===== config.mk =====
export PLATFORM = sky130hd
export DESIGN_NAME = ram_scan_controller_flat
export DESIGN_NICKNAME = d
export VERILOG_FILES = /design/src/rtl/ram_scan_controller_pkg.sv /design/src/rtl/ram_scan_controller_if.sv /design/src/rtl/ram_scan_controller_rate_divider.sv /design/src/rtl/ram_scan_controller.sv /design/src/flat_wrapper.sv
export SDC_FILE = /design/constraint.sdc
export NUM_CORES = 1
export LEC_CHECK = 0
export ABC_AREA = 0
export CAP_MARGIN = 20
export CORE_MARGIN = 10
export CORE_UTILIZATION = 45
export CTS_CLUSTER_DIAMETER = 150
export DETAILED_ROUTE_END_ITERATION = 12
export GPL_ROUTABILITY_DRIVEN = 1
export GPL_TIMING_DRIVEN = 0
export PLACE_DENSITY_LB_ADDON = 0.25
export SYNTH_ARGS = -nofsm -noshare
export SYNTH_HDL_FRONTEND = slang
export SYNTH_SLANG_ARGS = --single-unit

===== constraint.sdc =====
create_clock -name clock -period 9.4 [get_ports clock]
set_input_delay 1.88 -clock clock [delete_from_list [all_inputs] [get_ports clock]]
set_output_delay 1.88 -clock clock [all_outputs]
set_load 0.01 [all_outputs]

===== src/rtl/ram_scan_controller_pkg.sv =====
// rtl/ram_scan_controller_pkg.sv - shared state encodings and frame defaults for the RAM scanner
// Purpose: FSM state type and the default geometry/widths of the 160x120 frame.
// Ports: none (package).
package ram_scan_controller_pkg;

    typedef enum logic [1:0] {
        ST_IDLE    = 2'd0,
        ST_WAIT    = 2'd1,
        ST_ISSUE   = 2'd2,
        ST_CAPTURE = 2'd3
    } scan_state_e;

    localparam int DEF_COLS        = 160;
    localparam int DEF_ROWS        = 120;
    localparam int DEF_X_BITS      = 8;
    localparam int DEF_Y_BITS      = 7;
    localparam int DEF_ADDR_BITS   = 15;
    localparam int DEF_COLOUR_BITS = 3;
    localparam int DEF_DIV_BITS    = 28;

endpackage


===== src/rtl/ram_scan_controller_if.sv =====
// rtl/ram_scan_controller_if.sv - control, writer, RAM and VGA signal bundle of the scanner
// Purpose: groups every non-clock/reset signal of ram_scan_controller.
// Ports: slave modport = scanner view (control/writer/rdata in; ack/RAM/VGA/status out);
//        master modport = environment view (mirror image).
interface ram_scan_controller_if
    import ram_scan_controller_pkg::*;
#(
    parameter int X_BITS      = DEF_X_BITS,
    parameter int Y_BITS      = DEF_Y_BITS,
    parameter int ADDR_BITS   = DEF_ADDR_BITS,
    parameter int COLOUR_BITS = DEF_COLOUR_BITS,
    parameter int DIV_BITS    = DEF_DIV_BITS
) ();

    logic                   start;
    logic [DIV_BITS-1:0]    period;
    logic                   wr_req;
    logic [ADDR_BITS-1:0]   wr_addr;
    logic [COLOUR_BITS-1:0] wr_data;
    logic                   wr_ack;
    logic [ADDR_BITS-1:0]   ram_addr;
    logic [COLOUR_BITS-1:0] ram_wdata;
    logic                   ram_we;
    logic [COLOUR_BITS-1:0] ram_rdata;
    logic [X_BITS-1:0]      vga_x;
    logic [Y_BITS-1:0]      vga_y;
    logic [COLOUR_BITS-1:0] vga_colour;
    logic                   vga_plot;
    logic                   busy;
    logic                   done;

    modport slave (
        input  start, period, wr_req, wr_addr, wr_data, ram_rdata,
        output wr_ack, ram_addr, ram_wdata, ram_we,
        output vga_x, vga_y, vga_colour, vga_plot, busy, done
    );

    modport master (
        output start, period, wr_req, wr_addr, wr_data, ram_rdata,
        input  wr_ack, ram_addr, ram_wdata, ram_we,
        input  vga_x, vga_y, vga_colour, vga_plot, busy, done
    );

endinterface


===== src/rtl/ram_scan_controller_rate_divider.sv =====
// rtl/ram_scan_controller_rate_divider.sv - loadable up-counter that wraps to zero on match
// Purpose: paces the scanner's WAIT state; tick is high while the count equals d.
// Ports: clock, clear (async reset), clr (sync zero), en (count), d (match value), tick (out).
module ram_scan_controller_rate_divider #(
    parameter int DIV_BITS = 28
) (
    input  logic                clock,
    input  logic                clear,
    input  logic                clr,
    input  logic                en,
    input  logic [DIV_BITS-1:0] d,
    output logic                tick
);

    logic [DIV_BITS-1:0] cnt_q, cnt_d;

    assign tick = (cnt_q == d);

    always_comb begin
        cnt_d = cnt_q;
        if (clr) begin
            cnt_d = '0;
        end else if (en) begin
            cnt_d = tick ? '0 : cnt_q + DIV_BITS'(1);
        end
    end

    always_ff @(posedge clock or posedge clear) begin
        if (clear) cnt_q <= '0;
        else       cnt_q <= cnt_d;
    end

endmodule


===== src/rtl/ram_scan_controller.sv =====
// rtl/ram_scan_controller.sv - paced full-frame scan of the frame RAM into the VGA adapter
// Purpose: walks x/y over COLS x ROWS, reads each pixel through the shared RAM port and
//          emits a registered plot strobe; the game-logic writer owns the port except in ISSUE.
// Ports: clock, clear (async active-high reset), bus (ram_scan_controller_if.slave).
module ram_scan_controller
    import ram_scan_controller_pkg::*;
#(
    parameter int COLS        = DEF_COLS,
    parameter int ROWS        = DEF_ROWS,
    parameter int X_BITS      = DEF_X_BITS,
    parameter int Y_BITS      = DEF_Y_BITS,
    parameter int ADDR_BITS   = DEF_ADDR_BITS,
    parameter int COLOUR_BITS = DEF_COLOUR_BITS,
    parameter int DIV_BITS    = DEF_DIV_BITS
) (
    input  logic                  clock,
    input  logic                  clear,
    ram_scan_controller_if.slave  bus
);

    scan_state_e            state_q, state_d;
    logic [X_BITS-1:0]      x_q, x_d;
    logic [Y_BITS-1:0]      y_q, y_d;
    logic [DIV_BITS-1:0]    period_q, period_d;
    logic [X_BITS-1:0]      vga_x_q, vga_x_d;
    logic [Y_BITS-1:0]      vga_y_q, vga_y_d;
    logic [COLOUR_BITS-1:0] vga_colour_q, vga_colour_d;
    logic                   vga_plot_q, vga_plot_d;
    logic                   done_q, done_d;
    logic                   busy_q, busy_d;

    logic                   div_clr, div_en, div_tick;
    logic                   scan_owns_port;
    logic                   last_pixel;
    logic [ADDR_BITS-1:0]   scan_addr;

    ram_scan_controller_rate_divider #(.DIV_BITS(DIV_BITS)) u_div (
        .clock (clock),
        .clear (clear),
        .clr   (div_clr),
        .en    (div_en),
        .d     (period_q),
        .tick  (div_tick)
    );

    assign last_pixel = (x_q == X_BITS'(COLS - 1)) && (y_q == Y_BITS'(ROWS - 1));
    assign scan_addr  = ADDR_BITS'(y_q) * ADDR_BITS'(COLS) + ADDR_BITS'(x_q);

    // The scanner only needs the port for its single address cycle; the writer gets
    // every other cycle, and read data in CAPTURE already reflects the ISSUE address.
    assign scan_owns_port = (state_q == ST_ISSUE);
    assign bus.ram_addr   = scan_owns_port ? scan_addr : bus.wr_addr;
    assign bus.ram_we     = !scan_owns_port && bus.wr_req;
    assign bus.ram_wdata  = bus.wr_data;
    assign bus.wr_ack     = bus.ram_we;

    assign bus.vga_x      = vga_x_q;
    assign bus.vga_y      = vga_y_q;
    assign bus.vga_colour = vga_colour_q;
    assign bus.vga_plot   = vga_plot_q;
    assign bus.done       = done_q;
    assign bus.busy       = busy_q;

    always_comb begin
        state_d      = state_q;
        x_d          = x_q;
        y_d          = y_q;
        period_d     = period_q;
        vga_x_d      = vga_x_q;
        vga_y_d      = vga_y_q;
        vga_colour_d = vga_colour_q;
        vga_plot_d   = 1'b0;
        done_d       = 1'b0;
        busy_d       = busy_q;
        div_clr      = 1'b0;
        div_en       = 1'b0;

        case (state_q)
            ST_IDLE: begin
                if (bus.start) begin
                    state_d  = ST_WAIT;
                    x_d      = '0;
                    y_d      = '0;
                    period_d = bus.period;
                    busy_d   = 1'b1;
                    div_clr  = 1'b1;
                end
            end
            ST_WAIT: begin
                // Divider self-clears on the match cycle, so the next WAIT starts at zero.
                div_en = 1'b1;
                if (div_tick) state_d = ST_ISSUE;
            end
            ST_ISSUE: begin
                state_d = ST_CAPTURE;
            end
            ST_CAPTURE: begin
                vga_colour_d = bus.ram_rdata;
                vga_x_d      = x_q;
                vga_y_d      = y_q;
                vga_plot_d   = 1'b1;
                if (last_pixel) begin
                    done_d  = 1'b1;
                    busy_d  = 1'b0;
                    state_d = ST_IDLE;
                end else begin
                    state_d = ST_WAIT;
                    if (x_q == X_BITS'(COLS - 1)) begin
                        x_d = '0;
                        y_d = y_q + Y_BITS'(1);
                    end else begin
                        x_d = x_q + X_BITS'(1);
                    end
                end
            end
            default: state_d = ST_IDLE;
        endcase
    end

    always_ff @(posedge clock or posedge clear) begin
        if (clear) begin
            state_q      <= ST_IDLE;
            x_q          <= '0;
            y_q          <= '0;
            period_q     <= '0;
            vga_x_q      <= '0;
            vga_y_q      <= '0;
            vga_colour_q <= '0;
            vga_plot_q   <= 1'b0;
            done_q       <= 1'b0;
            busy_q       <= 1'b0;
        end else begin
            state_q      <= state_d;
            x_q          <= x_d;
            y_q          <= y_d;
            period_q     <= period_d;
            vga_x_q      <= vga_x_d;
            vga_y_q      <= vga_y_d;
            vga_colour_q <= vga_colour_d;
            vga_plot_q   <= vga_plot_d;
            done_q       <= done_d;
            busy_q       <= busy_d;
        end
    end

endmodule


===== src/flat_wrapper.sv =====
// flat-port wrapper written by rule: the top's interface ports become plain ports
module ram_scan_controller_flat import ram_scan_controller_pkg::*;
#(
    parameter int COLS        = DEF_COLS,
    parameter int ROWS        = DEF_ROWS,
    parameter int X_BITS      = DEF_X_BITS,
    parameter int Y_BITS      = DEF_Y_BITS,
    parameter int ADDR_BITS   = DEF_ADDR_BITS,
    parameter int COLOUR_BITS = DEF_COLOUR_BITS,
    parameter int DIV_BITS    = DEF_DIV_BITS
)
  (clock, clear, bus_start, bus_period, bus_wr_req, bus_wr_addr, bus_wr_data, bus_ram_rdata, bus_wr_ack, bus_ram_addr, bus_ram_wdata, bus_ram_we, bus_vga_x, bus_vga_y, bus_vga_colour, bus_vga_plot, bus_busy, bus_done);
  ram_scan_controller_if #(.X_BITS(X_BITS), .Y_BITS(Y_BITS), .ADDR_BITS(ADDR_BITS), .COLOUR_BITS(COLOUR_BITS), .DIV_BITS(DIV_BITS)) bus_i ();
  input  logic clock;
  input  logic clear;
  input wire logic [$bits(bus_i.start)-1:0] bus_start;
  input wire logic [$bits(bus_i.period)-1:0] bus_period;
  input wire logic [$bits(bus_i.wr_req)-1:0] bus_wr_req;
  input wire logic [$bits(bus_i.wr_addr)-1:0] bus_wr_addr;
  input wire logic [$bits(bus_i.wr_data)-1:0] bus_wr_data;
  input wire logic [$bits(bus_i.ram_rdata)-1:0] bus_ram_rdata;
  output wire logic [$bits(bus_i.wr_ack)-1:0] bus_wr_ack;
  output wire logic [$bits(bus_i.ram_addr)-1:0] bus_ram_addr;
  output wire logic [$bits(bus_i.ram_wdata)-1:0] bus_ram_wdata;
  output wire logic [$bits(bus_i.ram_we)-1:0] bus_ram_we;
  output wire logic [$bits(bus_i.vga_x)-1:0] bus_vga_x;
  output wire logic [$bits(bus_i.vga_y)-1:0] bus_vga_y;
  output wire logic [$bits(bus_i.vga_colour)-1:0] bus_vga_colour;
  output wire logic [$bits(bus_i.vga_plot)-1:0] bus_vga_plot;
  output wire logic [$bits(bus_i.busy)-1:0] bus_busy;
  output wire logic [$bits(bus_i.done)-1:0] bus_done;
  assign bus_i.start = bus_start;
  assign bus_i.period = bus_period;
  assign bus_i.wr_req = bus_wr_req;
  assign bus_i.wr_addr = bus_wr_addr;
  assign bus_i.wr_data = bus_wr_data;
  assign bus_i.ram_rdata = bus_ram_rdata;
  assign bus_wr_ack = bus_i.wr_ack;
  assign bus_ram_addr = bus_i.ram_addr;
  assign bus_ram_wdata = bus_i.ram_wdata;
  assign bus_ram_we = bus_i.ram_we;
  assign bus_vga_x = bus_i.vga_x;
  assign bus_vga_y = bus_i.vga_y;
  assign bus_vga_colour = bus_i.vga_colour;
  assign bus_vga_plot = bus_i.vga_plot;
  assign bus_busy = bus_i.busy;
  assign bus_done = bus_i.done;
  ram_scan_controller #(.COLS(COLS), .ROWS(ROWS), .X_BITS(X_BITS), .Y_BITS(Y_BITS), .ADDR_BITS(ADDR_BITS), .COLOUR_BITS(COLOUR_BITS), .DIV_BITS(DIV_BITS)) u_core (.clock(clock), .clear(clear), .bus(bus_i));
endmodule

==> impl_metrics.ini, run 1 <==
[outcome]
status = finished, final reports clean

[power]
vdd_ir_drop_max_v = 0.000123
power_density_nw_per_um2 = 261
p_leak_nw = 2.81
finalPower_mw = 1.73

[clocking]
cts_root_buf = clkbuf_16
numCtsBuffers = 9
ctsResizeCount = 0
cts_tree = built
htree_levels = 3
cts.sinks = 94
cts_setup_buffers = 0
clk_latency_ns = 0.34
clk_path_buf_depth = 2
postCtsHoldBufs = 0
cts.clk_slew.worst_paths_ns = 0.06

[drt]
finalWirelength_um = 12400
dr.pass1.iters = 5
wl_per_cell_um = 16.6
via_count = 4059
drc = 0
antenna_left = 0
drt-initial-drc-count = 347
vias_per_cell = 5.43

[worst_setup_path]
rrSetupSlack_ns = 6.88
startpoint_type = flop
r2r_start = u_core.u_div.cnt_q[0]
required_ns = 7.52
worstReg2RegEnd = u_core.u_div.cnt_q[22]
reg2regPathDepth = 7
crit_arrival_ns = 3.35
endpoint_kind = primary output
path_max_fanout = 8
path_class = flop to primary output

[placed_design]
post-dp-hpwl_um = 9470
io_buffers = 90
place_congestion = 0.869

[logic_synthesis]
yosysSeqAreaShare_pct = 45.0
synthDistinctLibCells = 52
ys_ff_latch = 94
syn_area_um2 = 5220
async_flop_share_pct = 100
synthTopCellsByCount = dfrtp_1 (94), mux2_2 (54), xnor2_1 (41)
synth.most_common_cell = dfrtp_1
synth.avg_cell_area_um2 = 10.5
yosysTopAreaCell = dfrtp_1
synth_fp_nets = 573
synth_edf_count = 0
synthCells = 497
synthTopCellsByArea = dfrtp_1 (45%), mux2_2 (12%), xnor2_1 (6.9%)
ys.flop_type = dfrtp_1
synth_top_area_share_pct = 45.0
ys_warn_count = 0

[run]
cap_violations = 0

[sta]
grt_setup_unrepaired = false
worst_pin_slew_ns = 0.800
hold_ws_ns = 0.508
hold_viol_final = 0
post-route-period-util_pct = 55.7
fin_crit_ns = 5.23
slew_viol_final = 0
setup_viol = 0
slew_headroom_pct = 46.2
clock.fmax_ghz = 0.191
tns_ns = 0
fin_skew_ns = 0.00736

[global_route]
grt_overflow_total = 0
met2_usage_pct = 24.7
busiest_layer = met2
grt_first_pass_wirelength_um = 20700
met3_usage_pct = 3.31
grt_pass1_vias = 4171
track_usage_pct = 15.3
antenna_found_initial = 0
use_met1_pct = 20.0
grt_max_degree = 69

[die]
design.core.area_um2 = 11400
initial_core_util_pct = 45.9
fp.dieW_um = 128
die_height_um = 128
dieArea_um2 = 16300
pin_count = 94
rows = 39

[layout]
multi_input_area_um2 = 2700
fillers = 997
final_layout_size_suffix_gt1_share_pct = 14.1
syn2layout_area_growth_pct = 27.0
antenna_cells = 0
nets = 675
seqCellArea_um2 = 2350

[min_path]
worstHoldStart = u_core.bus.vga_y[4]
min_path_type = flop to flop
holdPathStages = 1
worstHoldEndpoint = u_core.bus.vga_y[4]
layout make-up:
type                    instances  share of cell area [%]
clock inverters                 3                   0.641
plain buffers                  20                    1.43
clock buffers                  13                    3.92
flip-flops and latches         94                    35.4
well taps                     143                    2.70
multi-input cells             362                    40.6
inverters                      21                    1.23
repair buffers                 91                    14.0
worst max path at each step:
stage,start,end,slack [ns],depth (start not counted)
floorplan,clear,u_core.bus.busy,5.07,1
global placement,clear,u_core.bus.vga_y[5],3.61,2
detailed placement,bus_wr_req,bus_wr_ack,4.39,4
CTS,u_core.y_q[3],bus_ram_addr[13],4.13,11
global route,u_core.y_q[3],bus_ram_addr[13],3.91,11
finish,u_core.y_q[3],bus_ram_addr[13],4.17,11
power by group:
group          switching, mW  internal (mW)  total [mW]
Combinational          0.357          0.372       0.729
Sequential             0.106          0.526       0.632
Clock                  0.148          0.221       0.369
critical path: stages, from the launching register on:
cell and delay [ns]:
dfrtp_1 0.48, ha_1 0.32, ha_1 0.16, inv_1 0.05
fa_1 0.40, nand2b_1 0.17, o2bb2ai_1 0.16, xnor2_1 0.28
nand3_1 0.14, xor2_1 0.16, a21oi_1 0.14, clkdlybuf4s50_1 0.55
through the flow:
stage               std cells  util [%]  instance area [um^2]  setup slack (ns)
floorplan                 497         -                  5220              5.07
global placement          730      55.4                  6300              3.61
detailed placement        731      55.7                  6330              4.39
CTS                       747      58.4                  6640              4.13
global route              747      58.4                  6640              3.91
finish                    747      58.4                  6640              4.17
flip-flops by register name, summed over array words and instances, names as in the netlist, 2 cells and up:
| register | count |
|---|---|
| u_core.y_q | 7 |
| u_core.x_q | 8 |
| u_core.bus.vga_x | 8 |
| u_core.period_q | 28 |
| u_core.bus.vga_y | 7 |
| u_core.state_q | 2 |
| u_core.u_div.cnt_q | 28 |
| u_core.bus.vga_colour | 3 |
layer usage:
layer	share of wire, %	up-vias
li1	-	1946
met1	46	2007
met2	48	94
met3	4.5	12
met4	1.2	0
met5	0	-
kinds of logic after synthesis:
logic type	after synthesis	synth area share (%)
xor gates and xnor gates	59	9.89
DFF	94	45.0
buffers and inverters	41	3.33
adders and majority gates	23	5.80
AOI/OAI and AO/OA	72	8.67
muxes	55	11.8
and+or+nand+nor	153	15.4
cell usage in the layout (no fill, tap or decap), types with 3 or more instances in the layout:
master / synthesis / layout
or2_2: 3 / 3
inv_1: 21 / 20
dfrtp_1: 94 / 94
mux2_2: 54 / 54
a21o_1: 8 / 8
xnor2_1: 41 / 41
clkbuf_16: 0 / 9
nor2_1: 38 / 38
a31oi_1: 3 / 3
clkbuf_1: 10 / 12
nor3_1: 5 / 5
clkdlybuf4s50_1: 0 / 90
a21oi_1: 12 / 12
xor2_1: 18 / 18
nor2b_1: 9 / 9
and3_1: 7 / 7
buf_4: 4 / 4
nand2b_1: 5 / 5
nand3_1: 13 / 13
nand4_1: 19 / 19
or3_1: 4 / 4
buf_2: 3 / 3
nand2_1: 28 / 28
and2_1: 7 / 7
o21ai_0: 27 / 27
ha_1: 21 / 21
and4_1: 5 / 5
(Power assumes the default switching activity.)
==> inputs of run 2 (changes only) <==
Clock period 9.4 ns to 4.6 ns, I/O delays scaled along.
==> results of run 2 <==
Same layout as run 1 (identical final DEF). Status: finished, final reports clean.
Main changes from that run: setup slack after placement 4.39 ns -> 0.657 ns; setup slack after layout 4.17 ns -> 0.329 ns; register-to-register setup slack 6.88 ns -> 2.08 ns; total power 1.73 mW -> 3.53 mW; worst IR drop on VDD 0.000123 V -> 0.000252 V
==> inputs of run 3 (changes only) <==
Settings changed: DONT_BUFFER_PORTS from default to 1.
==> run 3 against run 2 <==
Power shrank 3.9%; first-iteration DRC count shrank 37%; global-route usage shrank 0.64 points; via count shrank 9.6%; sequential share of layout area grew 5.3 points; flip-flop and latch count is the same; core utilization shrank 7.5 points; combinational power shrank 18%; clock skew shrank 0.00051 ns; die area is the same; clock power grew 14%; critical path type unchanged; critical endpoint unchanged; highest routed layer is now met5.
==> impl_metrics.ini, run 3 (synthesis results as in run 1) <==
[outcome]
status = finished, final reports clean

[die]
initial_core_util_pct = 45.9
design.core.area_um2 = 11400
die_height_um = 128
fp.dieW_um = 128
dieArea_um2 = 16300
pin_count = 94
rows = 39

[drt]
finalWirelength_um = 11800
vias_per_cell = 5.58
drc = 0
antenna_left = 0
drt-initial-drc-count = 220
dr.pass1.iters = 4
via_count = 3669
wl_per_cell_um = 18.0

[sta]
clock.fmax_ghz = 0.259
tns_ns = 0
fin_skew_ns = 0.00684
worst_pin_slew_ns = 0.741
worst_slack_ns = 0.744
post-route-period-util_pct = 83.8
slew_headroom_pct = 50.6
slew_viol_final = 0
fin_crit_ns = 3.86
grt_setup_unrepaired = false
setup_viol = 0
hold_viol_final = 0

[global_route]
grt_pass1_vias = 3739
antenna_found_initial = 1
grt_max_degree = 69
grt_first_pass_wirelength_um = 19500
grt_overflow_total = 0
track_usage_pct = 14.7

[clocking]
cts.sinks = 94
cts_root_buf = clkbuf_16
numCtsBuffers = 9
htree_levels = 3
postCtsHoldBufs = 0
cts_setup_buffers = 0
ctsResizeCount = 0
clk_path_buf_depth = 2
clk_latency_ns = 0.35
cts.clk_slew.worst_paths_ns = 0.06
cts_tree = built

[worst_setup_path]
r2r_start = u_core.u_div.cnt_q[1]
worstReg2RegEnd = u_core.u_div.cnt_q[22]
endpoint_kind = primary output
required_ns = 3.68
path_class = flop to primary output
path_max_fanout = 8
reg2regPathDepth = 7
startpoint_type = flop
slowest_delay_ns = 0.48
crit_arrival_ns = 2.94
rrSetupSlack_ns = 2.10
crit_slowest_cell = dfrtp_1
cpMostUsedCell = ha_1
crit_chain = ha_1 -> ha_1 -> inv_1 -> fa_1 -> nand2b_1 -> o2bb2ai_1 -> xnor2_1 -> nand3_1 -> xor2_1 -> a21oi_1

[layout]
layout_commonest_cell = dfrtp_1
final_layout_size_suffix_gt1_share_pct = 16.9
top_regs = u_core.period_q: 28 flops, u_core.u_div.cnt_q: 28 flops
nets = 585
layout_common_cells = dfrtp_1 (94), mux2_2 (54), xnor2_1 (41)
syn2layout_area_growth_pct = 10.6
final_cells = 657
utilization_pct = 50.8
antenna_cells = 0

[min_path]
min_path_type = input pin to asynchronous set/reset pin

[power]
p_leak_nw = 2.48
vdd_ir_drop_max_v = 0.000239
power_density_nw_per_um2 = 588

[placed_design]
place_congestion = 0.833
post-place-ws_ns = 1.08
post-dp-hpwl_um = 8940
io_buffers = 0
dp_cells = 641

[run]
cap_violations = 0
run 3: cell type report:
cell class	instances	area [um^2]
clock buffer	9	225
fill	1022	5590
clock inverter	7	120
tap	143	179
sequential	94	2350
multi-input combinational	362	2700
inverter	21	81.3
buffer	20	95.1
timing repair buffer	1	27.5
run 3: critical path: cells and delay by family (launching register included):
family	cells	cell delay, ns
DFF	1	0.48
and+or+nand+nor	2	0.30
buffers and inverters	1	0.05
adders and majority gates	3	0.88
xor gates and xnor gates	2	0.46
AOI/OAI and AO/OA	2	0.43
run 3: power breakdown:
group	leakage [nW]	total (mW)	switching, mW	internal, mW
clock network	0.166	0.858	0.326	0.533
logic	1.10	1.22	0.662	0.558
registers	1.22	1.32	0.243	1.07
run 3: worst max-delay path by stage:
stage	cells past startpoint	to	start	slack [ns]
after global placement	1	u_core.period_q[9]	clear	0.15
final	10	bus_ram_addr[13]	u_core.y_q[3]	0.74
after detailed placement	10	bus_ram_addr[13]	u_core.y_q[3]	1.08
after global routing	10	bus_ram_addr[13]	u_core.y_q[3]	0.53
after CTS	10	bus_ram_addr[13]	u_core.y_q[3]	0.69
after floorplan	1	u_core.bus.busy	clear	1.23
run 3: through the flow:
stage	instance area (um^2)	power [mW]	hold slack [ns]
final	5780	3.40	0.425
after global routing	5780	3.63	0.451
after CTS	5780	3.43	0.433
after detailed placement	5430	2.56	0.517
after global placement	5400	2.52	0.507
after floorplan	5220	2.24	0.494
run 3: routing by layer:
metal	GRT usage, %	part of all wire, %	wire, um	vias up
met3	3.89	6.1	724	17
met4	5.63	1.8	213	2
li1	-	-	-	1763
met2	22.9	47	5530	78
met1	19.1	45	5340	1809
met5	0	0.11	13	-
